--- src/rtl/rf_alu_sequencer.sv ---
// Hardwired fetch/execute control sequencer for register-format ALU instructions.
// Moore FSM: every strobe is a decode of the registered state plus the IR fields.
module rf_alu_sequencer (
  input  logic        clock,
  input  logic        clear,
  input  logic [31:0] ir,
  input  logic        mem_rdy,
  input  logic        stop,
  output logic        PCout,
  output logic        PCin,
  output logic        IncPC,
  output logic        MARin,
  output logic        MDRin,
  output logic        MDRout,
  output logic        IRin,
  output logic        Yin,
  output logic        Zlowin,
  output logic        Zhighin,
  output logic        ZLOout,
  output logic        ZHIout,
  output logic        LOin,
  output logic        HIin,
  output logic        read,
  output logic [15:0] Rin,
  output logic [15:0] Rout,
  output logic [4:0]  operation,
  output logic        run,
  output logic        instr_done,
  output logic        illegal
);

  typedef enum logic [3:0] {
    S_IDLE = 4'd0,
    S_T0   = 4'd1,
    S_T1   = 4'd2,
    S_T2   = 4'd3,
    S_T3   = 4'd4,
    S_T4   = 4'd5,
    S_T5   = 4'd6,
    S_T6   = 4'd7,
    S_HALT = 4'd8
  } state_t;

  typedef enum logic [1:0] {
    C_3REG    = 2'd0,
    C_MULDIV  = 2'd1,
    C_UNARY   = 2'd2,
    C_ILLEGAL = 2'd3
  } class_t;

  function automatic class_t op_class(input logic [4:0] op);
    class_t c;
    if ((op >= 5'd3) && (op <= 5'd11)) begin
      c = C_3REG;
    end else if ((op == 5'd15) || (op == 5'd16)) begin
      c = C_MULDIV;
    end else if ((op == 5'd17) || (op == 5'd18)) begin
      c = C_UNARY;
    end else begin
      c = C_ILLEGAL;
    end
    return c;
  endfunction

  function automatic logic [15:0] onehot16(input logic [3:0] idx);
    return 16'h0001 << idx;
  endfunction

  state_t     state_r;
  state_t     state_s;
  logic       illegal_r;
  logic       illegal_s;
  class_t     cls_s;
  logic [4:0] op_s;
  logic [3:0] ra_s;
  logic [3:0] rb_s;
  logic [3:0] rc_s;
  logic       unused_ir_s;

  assign op_s        = ir[31:27];
  assign ra_s        = ir[26:23];
  assign rb_s        = ir[22:19];
  assign rc_s        = ir[18:15];
  assign unused_ir_s = ^ir[14:0];
  assign cls_s       = op_class(op_s);
  assign illegal     = illegal_r;

  // State and sticky illegal flag; clear drops both asynchronously.
  always_ff @(posedge clock or negedge clear) begin
    if (!clear) begin
      state_r   <= S_IDLE;
      illegal_r <= 1'b0;
    end else begin
      state_r   <= state_s;
      illegal_r <= illegal_s;
    end
  end

  // Next-state: T1 waits on mem_rdy, stop is honoured only at instruction boundaries.
  always_comb begin
    state_s   = state_r;
    illegal_s = illegal_r;
    case (state_r)
      S_IDLE: begin
        if (stop) state_s = S_HALT;
        else      state_s = S_T0;
      end
      S_T0: state_s = S_T1;
      S_T1: begin
        if (mem_rdy) state_s = S_T2;
        else         state_s = S_T1;
      end
      S_T2: state_s = S_T3;
      S_T3: begin
        if (cls_s == C_ILLEGAL) begin
          state_s   = S_HALT;
          illegal_s = 1'b1;
        end else begin
          state_s = S_T4;
        end
      end
      S_T4: state_s = S_T5;
      S_T5: begin
        if (cls_s == C_MULDIV) state_s = S_T6;
        else if (stop)         state_s = S_HALT;
        else                   state_s = S_T0;
      end
      S_T6: begin
        if (stop) state_s = S_HALT;
        else      state_s = S_T0;
      end
      S_HALT: begin
        if (illegal_r)  state_s = S_HALT;
        else if (stop)  state_s = S_HALT;
        else            state_s = S_T0;
      end
      default: state_s = S_IDLE;
    endcase
  end

  // Strobe decode; anything not named for a state stays low.
  always_comb begin
    PCout      = 1'b0;
    PCin       = 1'b0;
    IncPC      = 1'b0;
    MARin      = 1'b0;
    MDRin      = 1'b0;
    MDRout     = 1'b0;
    IRin       = 1'b0;
    Yin        = 1'b0;
    Zlowin     = 1'b0;
    Zhighin    = 1'b0;
    ZLOout     = 1'b0;
    ZHIout     = 1'b0;
    LOin       = 1'b0;
    HIin       = 1'b0;
    read       = 1'b0;
    Rin        = 16'h0000;
    Rout       = 16'h0000;
    operation  = 5'd0;
    run        = 1'b0;
    instr_done = 1'b0;
    case (state_r)
      S_T0: begin
        run    = 1'b1;
        PCout  = 1'b1;
        MARin  = 1'b1;
        IncPC  = 1'b1;
        Zlowin = 1'b1;
      end
      S_T1: begin
        run    = 1'b1;
        ZLOout = 1'b1;
        PCin   = 1'b1;
        read   = 1'b1;
        MDRin  = 1'b1;
      end
      S_T2: begin
        run    = 1'b1;
        MDRout = 1'b1;
        IRin   = 1'b1;
      end
      S_T3: begin
        run = 1'b1;
        case (cls_s)
          C_3REG, C_UNARY: begin
            Rout = onehot16(rb_s);
            Yin  = 1'b1;
          end
          C_MULDIV: begin
            Rout = onehot16(ra_s);
            Yin  = 1'b1;
          end
          default: Yin = 1'b0;
        endcase
      end
      S_T4: begin
        run       = 1'b1;
        operation = op_s;
        Zlowin    = 1'b1;
        case (cls_s)
          C_3REG:  Rout = onehot16(rc_s);
          C_UNARY: Rout = onehot16(rb_s);
          C_MULDIV: begin
            Rout    = onehot16(rb_s);
            Zhighin = 1'b1;
          end
          default: Rout = 16'h0000;
        endcase
      end
      S_T5: begin
        run    = 1'b1;
        ZLOout = 1'b1;
        if (cls_s == C_MULDIV) begin
          LOin = 1'b1;
        end else begin
          Rin        = onehot16(ra_s);
          instr_done = 1'b1;
        end
      end
      S_T6: begin
        run        = 1'b1;
        ZHIout     = 1'b1;
        HIin       = 1'b1;
        instr_done = 1'b1;
      end
      default: run = 1'b0;
    endcase
  end

endmodule

--- config.mk ---
export PLATFORM = sky130hd
export DESIGN_NAME = rf_alu_sequencer
export DESIGN_NICKNAME = d
export VERILOG_FILES = /design/src/rtl/rf_alu_sequencer.sv
export SDC_FILE = /design/constraint.sdc
export NUM_CORES = 1
export LEC_CHECK = 0
export ABC_CLOCK_PERIOD_IN_PS = 9350
export CAP_MARGIN = 20
export CORE_AREA = 2 2 73 54
export DETAILED_ROUTE_END_ITERATION = 6
export DIE_AREA = 0 0 75 56
export GPL_TIMING_DRIVEN = 0
export PLACE_DENSITY = 0.89
export SLEW_MARGIN = 20
export SYNTH_ARGS = -nofsm -noshare
export SYNTH_HDL_FRONTEND = slang
export SYNTH_SLANG_ARGS = --single-unit
--- constraint.sdc ---
create_clock -name clock -period 9.35 [get_ports clock]
set_clock_uncertainty 0.15 [all_clocks]
set_input_delay 2.3375 -clock clock [delete_from_list [all_inputs] [get_ports clock]]
set_output_delay 2.3375 -clock clock [all_outputs]
set_load 0.02 [all_outputs]
==> impl_metrics.yaml <==
sta:
  setup_tns_ps: 0
  rsz0062_at_grt: "false"
  worst_slew_pin_slew_ps: 862
  max_freq_ghz: 0.116
  relSlewSlack_pct: 42.0
  fin_crit_sh_pct: 92.4
  finalCriticalPeriod_ps: 8640
  setup_violations: 0
  hold_viol: 0
  finalMaxSlewViolations: 0
global_routing:
  grt_usage_pct: 20.5
  antenna_found_initial: 0
  grt_max_degree: 11
  overflow: 0
  grt_first_pass_wirelength_um: 7020
  grt_pass1_vias: 1536
critical_path:
  worst-path-max-fanout: 10
  worstSetupStartpointType: "primary input"
  end_kind: "output pin"
  r2r_cells: 5
  path_class: "primary input to output pin"
  critPathArrivalTime_ps: 6150
  required_ps: 6860
floorplanning:
  fp.dieW_um: 75
  rows: 18
  coreArea_um2: 3450
  die-area_um2: 4200
  io_pins: 91
  initial_core_util_pct: 37.3
  die_h_um: 56
clocking:
  clk_pin_slew_worst_paths_ps: 30
  cts-buffers-inserted: 3
  cts_tree: "done"
  root_buffer: "clkbuf_8"
  cts_resized: 0
  cts_buffer_depth: 2
  postCtsSetupBuffers: 0
  htreeDepth: 1
  cts_sinks: 5
  cts-hold-fix-buffers: 0
  worstSkewPairLatency_ps: 220
place:
  place_congestion: 0.938
  dp_hpwl_um: 3570
  place_area_um2: 2080
  io_buffer_count: 73
yosys:
  synth_area_leaders: "dfrtp_1, o22ai_1, a22oi_1"
  syn_nets: 232
  synth_compound_area_share_pct: 36.1
  synth_top_area_cell: "dfrtp_1"
  yosys.area_share.xor_xnor_pct: 0.682
  ys_warn_count: 0
  synth_mux_area_share_pct: 0
  synth-async-reset-ratio_pct: 100
  yosys.area_share.adder_pct: 2.92
  syn_area_um2: 1280
  synth_flop_cell: "dfrtp_1"
  synth_area_per_cell_um2: 6.65
  synth_top_family_by_area: "simple AND/OR/NAND/NOR gates"
  ys_ff_latch: 5
  synth_top_area_share_pct: 9.75
  yosysSeqAreaShare_pct: 9.75
  synth-edff-count: 0
  syn_inst: 193
  synth_simple_gate_area_share_pct: 41.0
  ys_types: 43
layout:
  fin_area_um2: 2120
  final_cell_mix: "clkdlybuf4s50_1, nor2_1, o22ai_1"
  final_common_cell: "clkdlybuf4s50_1"
  antenna_cells: 0
  fin_nets: 310
  area_growth_pct: 65.3
  n_fill_cell: 330
  drive_gt1_share_pct: 8.52
outcome:
  run_status: "finished, final reports clean"
drt:
  num_vias: 1822
  wl_per_cell_um: 14.3
  drcViolationCount: 0
  viasPerCell: 5.69
  drtPass1Iterations: 5
  drt_iter0_drc: 174
  drt.antenna.violating_nets: 0
  wl_um: 4570
power:
  leakage_uw: 0.000712
  ir_drop_mv: 0.0882
  power.density_nw_per_um2: 137
min_path:
  whs_path_depth: 1
  hp-class: "flop to flop"
run:
  max_cap_violations: 0
## stage by stage
step / hold WS, ps / utilization, % / power, µW / setup slack, ps / std cells
3_5_place_dp: 379 / 60.3 / 251 / 800 / 316
3_3_place_gp: 369 / 60.3 / 248 / 800 / 316
2_1_floorplan: 411 / - / 169 / 1860 / 193
6_report: 377 / 61.6 / 291 / 709 / 320
4_1_cts: 386 / 61.6 / 291 / 758 / 320
5_1_grt: 441 / 61.6 / 311 / 441 / 320
## cell type report
class                           instances  area [µm²]  area share, %
Tap cell                               50        62.6           2.95
Sequential cell                         5         125           5.90
Buffer                                 19         100           4.72
Clock buffer                            4        45.0           2.12
Multi-Input combinational cell        163        1040           48.8
Timing Repair Buffer                   73         731           34.4
Inverter                                6        22.5           1.06
## final timing paths
check	from	end	slack, ps
max	ir[31]	Rout[14]	710
min	illegal	illegal	380
max reg2reg	state_r[1]	state_r[0]	7710
min reg2reg	illegal	illegal	380
max in group asynchronous	clear	state_r[0]	6680
min in group asynchronous	clear	state_r[1]	2180
## Yosys cell counts (all sizes together) (2+ instances only)
library cell  count
o41ai             7
o21ai             4
clkbuf            8
nor3              8
o211ai            3
or3               2
inv               6
and2              5
or3b              4
nand3b            6
dfrtp             5
ha                3
nand3             5
nand4bb           2
o22ai            20
buf              11
nor2             25
nand2b           12
a21oi             2
nor4              3
a32oi             2
or2               6
nand2            13
nor2b             3
a22oi            13
o31ai             5
## critical path, cell delays in order
cell and delay [ps]:
clkdlybuf4s50_1 510, nand2b_1 220, a41oi_1 270, nor2_1 200, ha_1 280, or3b_1 370
buf_2 160, or2_1 220, buf_2 170, inv_2 90, o21ai_1 90, buf_4 190
o31ai_1 340, clkdlybuf4s50_1 680
## routing by layer
| layer | global-route usage [%] | wire length (µm) | share of wire (%) |
|---|---|---|---|
| met1 | 31.3 | 2110 | 46 |
| met2 | 29.3 | 1840 | 40 |
| met3 | 2.72 | 564 | 12 |
| met4 | 5.61 | 46 | 1.0 |
| met5 | 0 | 0 | 0 |
## power breakdown
group	switching (µW)	internal (µW)	leakage [µW]
combinational	114	95.6	0.000626
clock	10.1	29.2	0.0000228
sequential	10.5	31.7	0.0000630
## sequential cells by signal, summed over array words and instances, names as in the netlist
| name | count |
|---|---|
| illegal | 1 |
| state_r | 4 |
## logic make-up after synthesis
group	after synthesis
adder cells (fa/ha/maj)	3
XOR/XNOR	1
buffers and inverters	25
AND/OR/NAND/NOR	97
AO/OA/AOI/OAI	62
flip-flops	5
Note: power is estimated with default switching activity, not from simulation.
